[src/rtl/uart_rx_deser.sv]
// UART receive deserialiser (8N1, or 8E1 when UART_RX_PARITY_EN is defined) feeding a
// small first-word-fall-through FIFO with pop/valid handshake and one-cycle error pulses.
`timescale 1ns/1ps

module uart_rx_deser #(
  parameter int CLK_HZ     = 10_000_000,
  parameter int BAUD       = 9600,
  parameter int FIFO_DEPTH = 4
) (
  input  logic       clk,
  input  logic       rst,
  input  logic       rxd,
  input  logic       rx_rd_en,
  output logic [7:0] rx_data,
  output logic       rx_valid,
  output logic       rx_empty,
  output logic       rx_full,
  output logic       frame_err,
  output logic       overrun,
  output logic       parity_err
);

  localparam int DIV = CLK_HZ / (BAUD * 16);
  localparam int DW  = (DIV > 1) ? $clog2(DIV) : 1;
  localparam int AW  = $clog2(FIFO_DEPTH);
  localparam int CW  = AW + 1;

`ifdef UART_RX_PARITY_EN
  typedef enum logic [2:0] {IDLE, START, DATA, PARITY, STOP} state_t;
`else
  typedef enum logic [2:0] {IDLE, START, DATA, STOP} state_t;
`endif

  function automatic logic maj3(input logic a, input logic b, input logic c);
    return (a & b) | (a & c) | (b & c);
  endfunction

  logic          sync1, sync2, rxd_prev;
  logic          start_edge, restart, tick, decide, bit_val;
  logic [DW-1:0] div_cnt;
  state_t        state;
  logic [3:0]    s;
  logic [2:0]    bit_cnt;
  logic [7:0]    shift;
  logic [1:0]    smp;
  logic          push_req, ferr_req;

  always_ff @(posedge clk or posedge rst) begin
    if (rst) begin
      sync1    <= 1'b1;
      sync2    <= 1'b1;
      rxd_prev <= 1'b1;
    end else begin
      sync1    <= rxd;
      sync2    <= sync1;
      rxd_prev <= sync2;
    end
  end

  assign start_edge = rxd_prev & ~sync2;
  assign restart    = (state == IDLE) && start_edge;
  assign tick       = (div_cnt == DW'(DIV - 1));
  // Decision happens on the tick that moves s onto 9; samples were taken as s stepped onto 7 and 8.
  assign decide     = tick && (s == 4'd8);
  assign bit_val    = maj3(smp[0], smp[1], sync2);

  always_ff @(posedge clk or posedge rst) begin
    if (rst)
      div_cnt <= '0;
    else if (restart || tick)
      div_cnt <= '0;
    else
      div_cnt <= div_cnt + DW'(1);
  end

`ifdef UART_RX_PARITY_EN
  logic par_bad, perr_req;
`endif

  always_ff @(posedge clk or posedge rst) begin
    if (rst) begin
      state    <= IDLE;
      s        <= 4'd0;
      bit_cnt  <= 3'd0;
      shift    <= 8'h00;
      smp      <= 2'b11;
      push_req <= 1'b0;
      ferr_req <= 1'b0;
`ifdef UART_RX_PARITY_EN
      par_bad  <= 1'b0;
      perr_req <= 1'b0;
`endif
    end else begin
      push_req <= 1'b0;
      ferr_req <= 1'b0;
`ifdef UART_RX_PARITY_EN
      perr_req <= 1'b0;
`endif
      if (tick) s <= s + 4'd1;
      if (tick && s == 4'd6) smp[0] <= sync2;
      if (tick && s == 4'd7) smp[1] <= sync2;
      case (state)
        IDLE: begin
          if (start_edge) begin
            state <= START;
            s     <= 4'd0;
          end
        end
        START: begin
          if (decide) begin
            state   <= bit_val ? IDLE : DATA;
            bit_cnt <= 3'd0;
`ifdef UART_RX_PARITY_EN
            par_bad <= 1'b0;
`endif
          end
        end
        DATA: begin
          if (decide) begin
            shift   <= {bit_val, shift[7:1]};
            bit_cnt <= bit_cnt + 3'd1;
            if (bit_cnt == 3'd7) begin
`ifdef UART_RX_PARITY_EN
              state <= PARITY;
`else
              state <= STOP;
`endif
            end
          end
        end
`ifdef UART_RX_PARITY_EN
        PARITY: begin
          if (decide) begin
            par_bad <= (bit_val != ^shift);
            state   <= STOP;
          end
        end
`endif
        STOP: begin
          // Return to IDLE at mid-stop so a following start edge is not missed.
          if (decide) begin
            state <= IDLE;
            if (!bit_val)
              ferr_req <= 1'b1;
`ifdef UART_RX_PARITY_EN
            else if (par_bad)
              perr_req <= 1'b1;
`endif
            else
              push_req <= 1'b1;
          end
        end
        default: state <= IDLE;
      endcase
    end
  end

  logic [7:0]    mem [FIFO_DEPTH];
  logic [AW-1:0] rd_ptr, wr_ptr, head_addr;
  logic [CW-1:0] count, count_next;
  logic          pop, push, full_now, ovr_now;

  assign full_now   = (count == CW'(FIFO_DEPTH));
  assign pop        = rx_rd_en && (count != '0);
  assign push       = push_req && (!full_now || pop);
  assign ovr_now    = push_req && full_now && !pop;
  assign head_addr  = pop ? rd_ptr + AW'(1) : rd_ptr;
  assign count_next = count + CW'(push) - CW'(pop);

  always_ff @(posedge clk) begin
    if (push) mem[wr_ptr] <= shift;
  end

  always_ff @(posedge clk or posedge rst) begin
    if (rst) begin
      rd_ptr    <= '0;
      wr_ptr    <= '0;
      count     <= '0;
      rx_data   <= 8'h00;
      frame_err <= 1'b0;
      overrun   <= 1'b0;
    end else begin
      if (pop)  rd_ptr <= rd_ptr + AW'(1);
      if (push) wr_ptr <= wr_ptr + AW'(1);
      count     <= count_next;
      frame_err <= ferr_req;
      overrun   <= ovr_now;
      // Head register bypasses the array when the new head is the byte being written.
      if (count_next == '0)
        rx_data <= 8'h00;
      else if (push && wr_ptr == head_addr)
        rx_data <= shift;
      else
        rx_data <= mem[head_addr];
    end
  end

`ifdef UART_RX_PARITY_EN
  always_ff @(posedge clk or posedge rst) begin
    if (rst)
      parity_err <= 1'b0;
    else
      parity_err <= perr_req;
  end
`else
  assign parity_err = 1'b0;
`endif

  assign rx_valid = (count != '0);
  assign rx_empty = ~rx_valid;
  assign rx_full  = full_now;

endmodule
[config.mk]
export PLATFORM = sky130hd
export DESIGN_NAME = uart_rx_deser
export DESIGN_NICKNAME = d
export VERILOG_FILES = /design/src/rtl/uart_rx_deser.sv
export SDC_FILE = /design/constraint.sdc
export NUM_CORES = 1
export LEC_CHECK = 0
export CAP_MARGIN = 20
export CORE_MARGIN = 5
export CORE_UTILIZATION = 31
export CTS_BUF_LIST = sky130_fd_sc_hd__clkbuf_2 sky130_fd_sc_hd__clkbuf_4 sky130_fd_sc_hd__clkbuf_8
export CTS_CLUSTER_DIAMETER = 40
export DETAILED_ROUTE_END_ITERATION = 6
export GPL_TIMING_DRIVEN = 1
export PLACE_DENSITY = 0.45
export SKIP_CTS_REPAIR_TIMING = 1
export SLEW_MARGIN = 20
export SYNTH_ARGS = -nofsm -noshare
export SYNTH_HDL_FRONTEND = slang
export SYNTH_SLANG_ARGS = --single-unit
[constraint.sdc]
create_clock -name clk -period 3.67 [get_ports clk]
set_input_delay 0.367 -clock clk [delete_from_list [all_inputs] [get_ports clk]]
set_output_delay 0.367 -clock clk [all_outputs]
set_load 0.05 [all_outputs]
==> flow_summary.rst, run 1 <==
.. list-table::
   :header-rows: 1

   * - Metric
     - Value
   * - Maximum buffer depth of the clock tree
     - 2
   * - Slew HR
     - about 44%
   * - Die Y-Extent
     - between 100 and 150 um
   * - Outcome
     - finished, final reports clean
   * - Count of unresolved DRC violations after routing
     - 0
   * - Wire length of the first global-routing pass
     - around 12 mm
   * - # clock sinks
     - 80
   * - Cell area after technology mapping
     - 3810 um^2
   * - Number of routed nets with antenna violations
     - 0
   * - Crit path cell chain
     - o31ai_4 > a21o_1 > ha_1 > inv_1 > fa_1 > xnor2_1 > xnor2_1 > or3_1 > o31ai_1 > a21oi_1
   * - Post-synthesis async set-or-reset flop share
     - roughly three fifths
   * - Most common cell after layout, fill and taps aside
     - dfrtp_1
   * - Worst skew pair latency
     - about 350 ps
   * - Layout cells sized above 1
     - 14.2%
   * - Share of synthesized area occupied by flip-flops and latches
     - between 50% and 60%
   * - Register bit total from synthesis
     - 80
   * - Placed instance area
     - approximately 4100 um^2
   * - Reg-to-reg setup timing slack
     - around 960 ps
   * - Register clock-pin slew on the reported worst setup and hold paths
     - 90 ps
   * - Post-Syn Area per Cell
     - approximately 12 um^2
   * - # port buffers
     - 16
   * - Hold Path Cell Cnt
     - 0
   * - Top-area cell type share of the netlist area
     - 28.3%
   * - Die footprint
     - 14600 um^2
   * - Root buffer cell
     - clkbuf_8
   * - CP arrival
     - 2950 ps
   * - Critical path peak fanout
     - 8
   * - Number of buffers added by the clock tree synthesis step
     - 9
   * - Vias in the first global route
     - around 2.4k
   * - Worst Hold Class
     - reg2reg
   * - Number of fillers in the final layout
     - approximately 1.2k
   * - Achievable clock frequency
     - 369 MHz
   * - Number of vias in the routed layout
     - 2355
   * - Start point of the critical path
     - count[1]$_DFF_PP0_
   * - Top cells by area, synth
     - dfrtp_1, edfxtp_1, ha_1
   * - Critical-path top delay cell
     - dfrtp_1
   * - Endpoint with the worst hold slack
     - frame_err$_DFF_PP0_
   * - Width of the die
     - 121 um
   * - CP Data Required Time
     - a little under 4000 ps
   * - Net count, final
     - about 340
   * - RSZ-0062 raised after global routing
     - false
   * - Most frequent cells in the layout
     - dfrtp_1, edfxtp_1, o21ai_0
   * - Distinct cell type count after synthesis
     - between 40 and 50
   * - Beginning of the worst register-to-register path
     - count[1]$_DFF_PP0_
   * - Type of origin of the critical path
     - register
   * - Post-synth EDFFs
     - 32
   * - Post-layout instance area
     - 4280 um^2
   * - Leak Pwr
     - 0.00178 uW
   * - Cell Pwr Density
     - ~400 nW/um^2
   * - Worst vdd rail ir drop
     - 0.000260 V
   * - Global placer's final weighted congestion
     - 0.745
   * - Post-detailed-routing wire length
     - just under 7 mm
   * - Vias per inst
     - around 4.9
   * - Total setup violations reported at the end of the flow
     - 0
   * - Cell family contributing the most delay on the critical path
     - compound AO/OA/AOI/OAI gates
   * - Sort of element at the end of the critical path
     - register
   * - Critical path class
     - reg2reg
   * - 1st-iter DRT viols
     - 141
   * - Measured slew at the worst slew-check pin
     - between 800 and 900 ps
   * - Total Power Consumption
     - 1740 uW
   * - Pins Over Slew Limit
     - 0
   * - Final hold violations
     - 0
   * - Commonest register cell after synthesis
     - dfrtp_1
   * - Post-route minimum period
     - roughly 2700 ps
   * - Starting utilization of the core area
     - between 30% and 40%
   * - FF-to-FF path depth
     - 10
   * - Total overflow reported by the global router
     - 0
   * - Initial antenna violation count
     - 0
   * - Count of inserted antenna diode cells
     - 0
   * - Buffers plus inverters on the worst setup path
     - 1
   * - Total negative slack
     - 0 ps
   * - Worst stage delay on the critical path
     - around 500 ps
   * - Wire length per cell after detailed routing
     - around 15 um
   * - TritonCTS clock tree
     - done
   * - Post-DP HPWL
     - about 4.7 mm
   * - Crit-path most repeated cell
     - xnor2_1
   * - Part of the cycle the worst path needs
     - between 70% and 80%
   * - Maximum number of pins on one net before global-route repair
     - 49
   * - Synth Net Count
     - 335
   * - Area growth syn-to-layout
     - 12.4%
   * - Top cell type by total area after synthesis
     - dfrtp_1
   * - Standard cell core area
     - ~12000 um^2
   * - Maxcap violations
     - 0
   * - Setup slack after layout
     - approximately 960 ps
   * - Worst reg2reg endpoint
     - rx_data[1]$_DFF_PP0_
   * - Post-Route Skew
     - around 7.2 ps
   * - Clock H-tree levels
     - 3
   * - Cell row count
     - 40
   * - Number of warning messages in the yosys log
     - 0
   * - Overall track demand over capacity in global routing
     - roughly a tenth
   * - Iteration count of the initial detailed-routing pass
     - 4
   * - Launch point of the worst hold path
     - ferr_req$_DFF_PP0_
   * - Num ports
     - 18
   * - Post-Synthesis Cells
     - about 320
   * - Pre-CTS setup slack
     - 373 ps
[per-layer routing]
| metal | part of all wire [%] | vias up | track usage (%) | routed length, um |
|---|---|---|---|---|
| li1 | - | 1162 | - | - |
| met1 | 47 | 1153 | 13.5 | 3300 |
| met2 | 48 | 32 | 16.5 | 3310 |
| met3 | 3.4 | 8 | 3.37 | 237 |
| met4 | 1.6 | 0 | 3.75 | 111 |
| met5 | 0 | - | 0 | 0 |
[power by group]
group | internal (uW) | switching (uW) | leakage, uW
clock network | 251 | 346 | 0.0000862
logic | 62.9 | 62.0 | 0.000697
registers | 967 | 46.7 | 0.00100
total | 1280 | 454 | 0.00178
[Yosys cell counts (all sizes together) (3+ instances only)]
| cell type | n |
|---|---|
| buf | 10 |
| xor2 | 4 |
| a21oi | 10 |
| clkbuf | 14 |
| nand2 | 19 |
| o31ai | 9 |
| edfxtp | 32 |
| inv | 12 |
| dfstp | 5 |
| o311a | 8 |
| o21ai | 20 |
| mux2 | 11 |
| nor3b | 11 |
| nor2 | 14 |
| mux2i | 9 |
| nor3 | 17 |
| nand4b | 4 |
| nand3 | 3 |
| nor2b | 4 |
| and2 | 5 |
| a211oi | 8 |
| dfrtp | 43 |
| xnor2 | 10 |
| ha | 12 |
[worst max-delay path by stage]
| stage | endpoint | slack, ps | depth (start not counted) |
|---|---|---|---|
| 6_report | rx_data[1]$_DFF_PP0_ | 960 | 10 |
| 5_1_grt | rx_data[6]$_DFF_PP0_ | 730 | 10 |
| 3_5_place_dp | rx_data[4]$_DFF_PP0_ | 370 | 10 |
| 3_3_place_gp | rx_data[4]$_DFF_PP0_ | 460 | 10 |
| 2_1_floorplan | rx_data[0]$_DFF_PP0_ | 510 | 14 |
| 4_1_cts | rx_data[4]$_DFF_PP0_ | 350 | 10 |
[cell families (layout without fill, tap and decap cells)]
group | Yosys count | count (layout) | share of synthesized area [%]
and+or+nand+nor | 92 | 92 | 14.5
DFF | 80 | 80 | 57.0
AOI/OAI and AO/OA | 61 | 61 | 10.6
buffers and inverters | 36 | 49 | 4.27
muxes | 20 | 20 | 5.62
adders and majority gates | 14 | 14 | 4.73
xor gates and xnor gates | 14 | 14 | 3.22
other | 1 | 1 | 0.0985
[per-stage QoR]
| step | utilization [%] | hold WS (ps) | cells |
|---|---|---|---|
| final | 35.6 | 354 | 478 |
| after global routing | 35.6 | 367 | 478 |
| after CTS | 35.5 | 355 | 477 |
| after detailed placement | 34.0 | 335 | 461 |
| after global placement | 34.0 | 334 | 461 |
| after floorplan | - | 331 | 318 |
[final cells by class]
type | instances | area [um^2] | share of cell area (%)
Sequential cell | 80 | 2170 | 50.7
Multi-Input combinational cell | 202 | 1500 | 35.1
Timing Repair Buffer | 21 | 201 | 4.71
Tap cell | 147 | 184 | 4.30
Clock buffer | 9 | 124 | 2.89
Clock inverter | 7 | 55.1 | 1.29
Inverter | 12 | 46.3 | 1.08
[flip-flops by register name (all words and copies together) (netlist names), 2 cells and up]
| name | count |
|---|---|
| mem | 32 |
| count | 3 |
| rx_data | 8 |
| div_cnt | 7 |
| smp | 2 |
| s | 4 |
| rd_ptr | 2 |
| state | 2 |
| wr_ptr | 2 |
| bit_cnt | 3 |
| shift | 8 |
(Power assumes the default switching activity.)
==> run 2, diff against run 1 <==
--- a/config.mk
+++ b/config.mk
@@ -12,7 +12,7 @@
 export CTS_CLUSTER_DIAMETER = 40
 export DETAILED_ROUTE_END_ITERATION = 6
 export GPL_TIMING_DRIVEN = 1
-export PLACE_DENSITY = 0.45
+export PLACE_DENSITY = 0.46
 export SKIP_CTS_REPAIR_TIMING = 1
 export SLEW_MARGIN = 20
 export SYNTH_ARGS = -nofsm -noshare
==> constraint.sdc (replaced) <==
create_clock -name clk -period 2.25 [get_ports clk]
set_input_delay 0.225 -clock clk [delete_from_list [all_inputs] [get_ports clk]]
set_output_delay 0.225 -clock clk [all_outputs]
set_load 0.05 [all_outputs]
==> flow_summary.rst, run 2 (same netlist as run 1, synthesis figures left out) <==
.. list-table::
   :header-rows: 1

   * - Metric
     - Value
   * - Count of unresolved DRC violations after routing
     - 0
   * - Global placer's final weighted congestion
     - roughly 0.72
   * - Post-detailed-routing wire length
     - slightly below 7 mm
   * - Area growth syn-to-layout
     - 17.4%
   * - Wire length of the first global-routing pass
     - between 10 and 15 mm
   * - Die Y-Extent
     - around 120 um
   * - Global-route track usage on met3
     - under 10%
   * - Root buffer cell
     - clkbuf_8
   * - Worst skew pair latency
     - around 350 ps
   * - # clock sinks
     - 80
   * - Post-layout instance area
     - about 4500 um^2
   * - Final hold violations
     - 0
   * - Final Core Density
     - between 30% and 40%
   * - Width of the die
     - about 120 um
   * - Worst Hold Class
     - in2async
   * - Beginning of the worst register-to-register path
     - count[2]$_DFF_PP0_
   * - Post-Route Skew
     - roughly 7.3 ps
   * - Net count, final
     - 355
   * - CP Data Required Time
     - ~2500 ps
   * - Total setup violations reported at the end of the flow
     - 8
   * - Critical path class
     - reg2reg
   * - Num ports
     - 18
   * - RSZ-0062 raised after global routing
     - true
   * - Buffers plus inverters on the worst setup path
     - 1
   * - Cell row count
     - 40
   * - Vias in the first global route
     - between 2k and 2.5k
   * - Worst vdd rail ir drop
     - roughly 0.00034 V
   * - Met2 Usage GRT
     - ~17%
   * - Part of the cycle the worst path needs
     - 115%
   * - Total overflow reported by the global router
     - 0
   * - Register clock-pin slew on the reported worst setup and hold paths
     - around 80 ps
   * - Largest registers ranked by flip-flop count
     - mem (32), rx_data (8), shift (8)
   * - Area taken by flip-flops and latches
     - between 2000 and 2500 um^2
   * - Overall track demand over capacity in global routing
     - a little over 10%
   * - Most common cell after layout, fill and taps aside
     - dfrtp_1
   * - Cell family contributing the most delay on the critical path
     - simple AND/OR/NAND/NOR gates
   * - Leak Pwr
     - 0.00187 uW
   * - Placed instance area
     - 4180 um^2
   * - Layout cells sized above 1
     - ~22%
   * - TritonCTS clock tree
     - done
   * - Worst stage delay on the critical path
     - approximately 460 ps
   * - Max reg flops
     - 32
   * - Area of the multi-input gates
     - approximately 1600 um^2
   * - Critical path peak fanout
     - 8
   * - Count of inserted antenna diode cells
     - 0
   * - Iteration count of the initial detailed-routing pass
     - 4
   * - Crit path cell chain
     - nor3b_4 > nor2b_4 > nor2b_2 > a21o_1 > ha_2 > inv_2 > fa_2 > xnor2_2 > xnor2_1 > or3_4 > o31ai_2 > a21oi_1
   * - Most frequent cells in the layout
     - dfrtp_1, edfxtp_1, o21ai_0
   * - Total Power Consumption
     - 2890 uW
   * - Type of origin of the critical path
     - register
   * - Maxcap violations
     - 0
   * - Standard cell core area
     - ~12000 um^2
   * - Violations in the final reports
     - negative setup slack
   * - Initial antenna violation count
     - 0
   * - 1st-iter DRT viols
     - between 90 and 100
   * - Number of buffers added by the clock tree synthesis step
     - 9
   * - Slew HR
     - 66.2%
   * - CP arrival
     - 2810 ps
   * - Critical-path top delay cell
     - or3_4
   * - Met1 track demand over resource in global routing
     - between 10% and 20%
   * - Pre-CTS setup slack
     - -514 ps
   * - # port buffers
     - 16
   * - Cell Pwr Density
     - between 600 and 700 nW/um^2
   * - Clock H-tree levels
     - 3
   * - Pins Over Slew Limit
     - 0
   * - Vias per inst
     - a little under 5
   * - Measured slew at the worst slew-check pin
     - between 500 and 600 ps
   * - Reg with most FFs
     - mem
   * - Number of vias in the routed layout
     - 2384
   * - Routing layer with the top usage in global route
     - met2
   * - Maximum buffer depth of the clock tree
     - 2
   * - Number of fillers in the final layout
     - ~1.2k
   * - Die footprint
     - between 10000 and 15000 um^2
   * - Wire length per cell after detailed routing
     - 13.9 um
   * - Achievable clock frequency
     - 386 MHz
   * - Setup slack after layout
     - -338 ps
   * - Starting utilization of the core area
     - between 30% and 40%
   * - Start point of the critical path
     - count[2]$_DFF_PP0_
   * - Number of routed nets with antenna violations
     - 0
   * - Sort of element at the end of the critical path
     - register
   * - Outcome
     - finished with violations
   * - Post-route minimum period
     - between 2000 and 3000 ps
   * - Maximum number of pins on one net before global-route repair
     - 34
   * - Post-DP HPWL
     - roughly 4.8 mm
   * - Total negative slack
     - -2640 ps
-- run 2: changes by cell type in the layout (fill, tap and decap cells not counted), moves of 2 or more --
cell	before	now
o31ai_1	8	1
dfrtp_2	0	2
clkdlybuf4s50_1	16	14
buf_4	4	17
inv_2	0	2
dfrtp_1	43	41
o31ai_2	0	6
inv_6	2	0
clkinv_4	2	0
nor2b_1	4	2
-- run 2: cell type report --
cell class              instances  area share, %
clock buffers                  10           2.94
clock inverters                 6           1.34
inverters                      12           1.01
multi-input cells             202           35.3
flip-flops and latches         80           48.6
well taps                     147           4.12
repair buffers                 33           6.72
-- run 2: power breakdown --
part           total (uW)  internal, uW  switching, uW
sequential           1650          1580           75.7
clock                1030           519            509
combinational         210           106            104
-- run 2: metrics by stage --
| stage | cells | hold WS, ps |
|---|---|---|
| after floorplan | 318 | 229 |
| after global placement | 471 | 334 |
| after detailed placement | 471 | 346 |
| after CTS | 487 | 161 |
| after global routing | 490 | 186 |
| final | 490 | 172 |
-- run 2: final timing paths --
| check | to | slack (ps) | cells after the start |
|---|---|---|---|
| min | wr_ptr[1]$_DFFE_PP0P_ | 170 | 2 |
| min in group clk | sync1$_DFF_PP1_ | 270 | 1 |
| max in group asynchronous | smp[0]$_DFFE_PP1P_ | 1520 | 3 |
| max | rx_data[0]$_DFF_PP0_ | -340 | 12 |
| min reg2reg | sync2$_DFF_PP1_ | 360 | 0 |
| max reg2reg | rx_data[0]$_DFF_PP0_ | -340 | 12 |
-- run 2: layer usage --
metal  up-vias  part of all wire, %
met5         -                    0
met4         0                  1.4
met3         7                  3.8
met2        37                   50
met1      1156                   45
li1       1184                    -
==> run 3, diff against run 2 <==
--- a/config.mk
+++ b/config.mk
@@ -10,9 +10,11 @@
 export CORE_UTILIZATION = 31
 export CTS_BUF_LIST = sky130_fd_sc_hd__clkbuf_2 sky130_fd_sc_hd__clkbuf_4 sky130_fd_sc_hd__clkbuf_8
 export CTS_CLUSTER_DIAMETER = 40
+export CTS_CLUSTER_SIZE = 14
 export DETAILED_ROUTE_END_ITERATION = 6
 export GPL_TIMING_DRIVEN = 1
 export PLACE_DENSITY = 0.46
+export SETUP_SLACK_MARGIN = 0.5
 export SKIP_CTS_REPAIR_TIMING = 1
 export SLEW_MARGIN = 20
 export SYNTH_ARGS = -nofsm -noshare
==> flow_summary.rst, run 3 (same netlist as run 1, synthesis figures left out) <==
.. list-table::
   :header-rows: 1

   * - Metric
     - Value
   * - Outcome
     - finished with violations
   * - Violations in the final reports
     - negative setup slack
   * - Slew HR
     - a little over three fifths
   * - Count of unresolved DRC violations after routing
     - 0
   * - Die footprint
     - about 15000 um^2
   * - Cell family contributing the most delay on the critical path
     - simple AND/OR/NAND/NOR gates
   * - Setup slack after layout
     - -304 ps
   * - Number of vias in the routed layout
     - approximately 2.4k
   * - Critical-path top delay cell
     - or3_4
   * - Maxcap violations
     - 0
   * - Wire length of the first global-routing pass
     - roughly 12 mm
   * - Total setup violations reported at the end of the flow
     - 8
   * - RSZ-0062 raised after global routing
     - true
   * - CP arrival
     - 2780 ps
   * - Post-detailed-routing wire length
     - about 7.1 mm
   * - Initial antenna violation count
     - 0
   * - Largest registers ranked by flip-flop count
     - mem (32), rx_data (8), shift (8)
   * - Type of origin of the critical path
     - register
   * - Net count, final
     - between 300 and 400
   * - Reg with most FFs
     - mem
   * - Worst Hold Class
     - in2async
   * - TritonCTS clock tree
     - done
   * - Number of routed nets with antenna violations
     - 0
   * - Clock H-tree levels
     - 3
   * - Total Power Consumption
     - 2990 uW
   * - Post-DP HPWL
     - ~4.7 mm
   * - Wire length per cell after detailed routing
     - 14.3 um
   * - Starting utilization of the core area
     - about a third
   * - Global placer's final weighted congestion
     - about 0.75
   * - Critical path class
     - reg2reg
   * - Sort of element at the end of the critical path
     - register
   * - Cell row count
     - 40
   * - Critical path peak fanout
     - 8
   * - Die Y-Extent
     - ~120 um
   * - Most common cell after layout, fill and taps aside
     - dfrtp_1
   * - Standard cell core area
     - about 12000 um^2
   * - Post-layout instance area
     - 4690 um^2
   * - Overall track demand over capacity in global routing
     - about a tenth
   * - Total negative slack
     - -2350 ps
   * - Relative contribution of the clock network to total power
     - 34.8%
   * - Achievable clock frequency
     - 391 MHz
   * - Measured slew at the worst slew-check pin
     - ~560 ps
   * - 1st-iter DRT viols
     - 114
   * - Total overflow reported by the global router
     - 0
   * - Buffers plus inverters on the worst setup path
     - 1
   * - Vias in the first global route
     - approximately 2.3k
   * - Vias per inst
     - roughly 4.8
   * - Pins Over Slew Limit
     - 0
   * - Num ports
     - 18
   * - Leak Pwr
     - between 0.002 and 0.0025 uW
   * - Worst vdd rail ir drop
     - between 0.0003 and 0.0004 V
   * - Layout cells sized above 1
     - 28.8%
   * - Placed instance area
     - between 4000 and 5000 um^2
   * - Post-route minimum period
     - about 2600 ps
   * - Worst stage delay on the critical path
     - around 450 ps
   * - Maximum buffer depth of the clock tree
     - 2
   * - Most frequent cells in the layout
     - dfrtp_1, edfxtp_1, o21ai_0, buf_4, nor3_1
   * - Reg-to-reg setup timing slack
     - -300 ps
   * - Logic pwr share
     - 10.1%
   * - Net switching component of the power
     - around 700 uW
   * - Cell Int Power
     - about 2300 uW
   * - CP Data Required Time
     - between 2000 and 2500 ps
   * - Maximum number of pins on one net before global-route repair
     - 49
   * - Root buffer cell
     - clkbuf_8
   * - # clock sinks
     - 80
   * - Max reg flops
     - 32
   * - # port buffers
     - 16
   * - Width of the die
     - between 100 and 150 um
   * - Register clock-pin slew on the reported worst setup and hold paths
     - approximately 80 ps
   * - Iteration count of the initial detailed-routing pass
     - 5
   * - Pre-CTS setup slack
     - -510 ps
   * - Worst skew pair latency
     - between 300 and 400 ps
   * - Crit path cell chain
     - nor3b_4 > nor2b_4 > nor2b_1 > a21o_1 > ha_2 > inv_2 > fa_2 > xnor2_2 > xnor2_1 > or3_4 > o31ai_1 > a21oi_1
   * - Area growth syn-to-layout
     - 23.3%
   * - Number of buffers added by the clock tree synthesis step
     - 9
   * - Switching part of the total power
     - between 20% and 30%
   * - Final hold violations
     - 0
   * - Part of the cycle the worst path needs
     - 114%
   * - Cell Pwr Density
     - about 640 nW/um^2
   * - Final hold slack
     - roughly 220 ps
   * - Post-Route Skew
     - a little over 7 ps
   * - Count of inserted antenna diode cells
     - 0
   * - Proportion of power drawn by flip-flops and latches
     - 55.1%
run 3: cell types whose count changed in the layout (fill, tap and decap cells not counted), sizes merged:
cell / before / now
clkdlybuf4s50: 14 / 9
dlymetal6s2s: 1 / 5
clkinv: 3 / 2
buf: 18 / 27
clkinvlp: 2 / 1
clkbuf: 10 / 12
run 3: power groups by stage:
stage                     sequential, uW  combinational (uW)  clock [uW]
after floorplan                     1660                 188           0
final                               1650                 301        1040
after CTS                           1650                 220        1090
after global placement              1680                 215           0
after global routing                1660                 344        1150
after detailed placement            1680                 222           0
run 3: worst min-delay path, stage by stage:
cell and delay, ps:
clkdlybuf4s50_1 410, inv_2 70, buf_12 250
run 3: path summary, 6_finish.rpt:
check / from / endpoint / depth (start not counted)
setup / recovery: count[2]$_DFF_PP0_ / rx_data[2]$_DFF_PP0_ / 12
min in group clk: rxd / sync1$_DFF_PP1_ / 1
hold / removal: rst / wr_ptr[0]$_DFFE_PP0P_ / 3
max in group asynchronous: rst / rxd_prev$_DFF_PP1_ / 3
setup reg to reg: count[2]$_DFF_PP0_ / rx_data[2]$_DFF_PP0_ / 12
hold reg to reg: ferr_req$_DFF_PP0_ / frame_err$_DFF_PP0_ / 0
run 3: per-stage QoR:
step	instances	util, %
floorplan	318	-
finish	498	39.1
detailed placement	472	34.9
global route	498	39.1
CTS	488	36.5
global placement	472	34.9
run 3: final cells by class:
class	instances	area, um^2
Fill cell	1171	7320
Sequential cell	80	2170
Multi-Input combinational cell	202	1700
Timing Repair Buffer	41	402
Tap cell	147	184
Clock buffer	12	146
Clock inverter	4	46.3
Inverter	12	45.0
run 3: routing by layer:
metal | wire length (um) | share of wire [%] | vias to the layer above | GRT usage (%)
li1 | - | - | 1201 | -
met1 | 3280 | 46 | 1170 | 13.0
met2 | 3500 | 49 | 32 | 16.2
met3 | 221 | 3.1 | 10 | 2.67
met4 | 106 | 1.5 | 0 | 4.25
met5 | 0 | 0 | - | 0
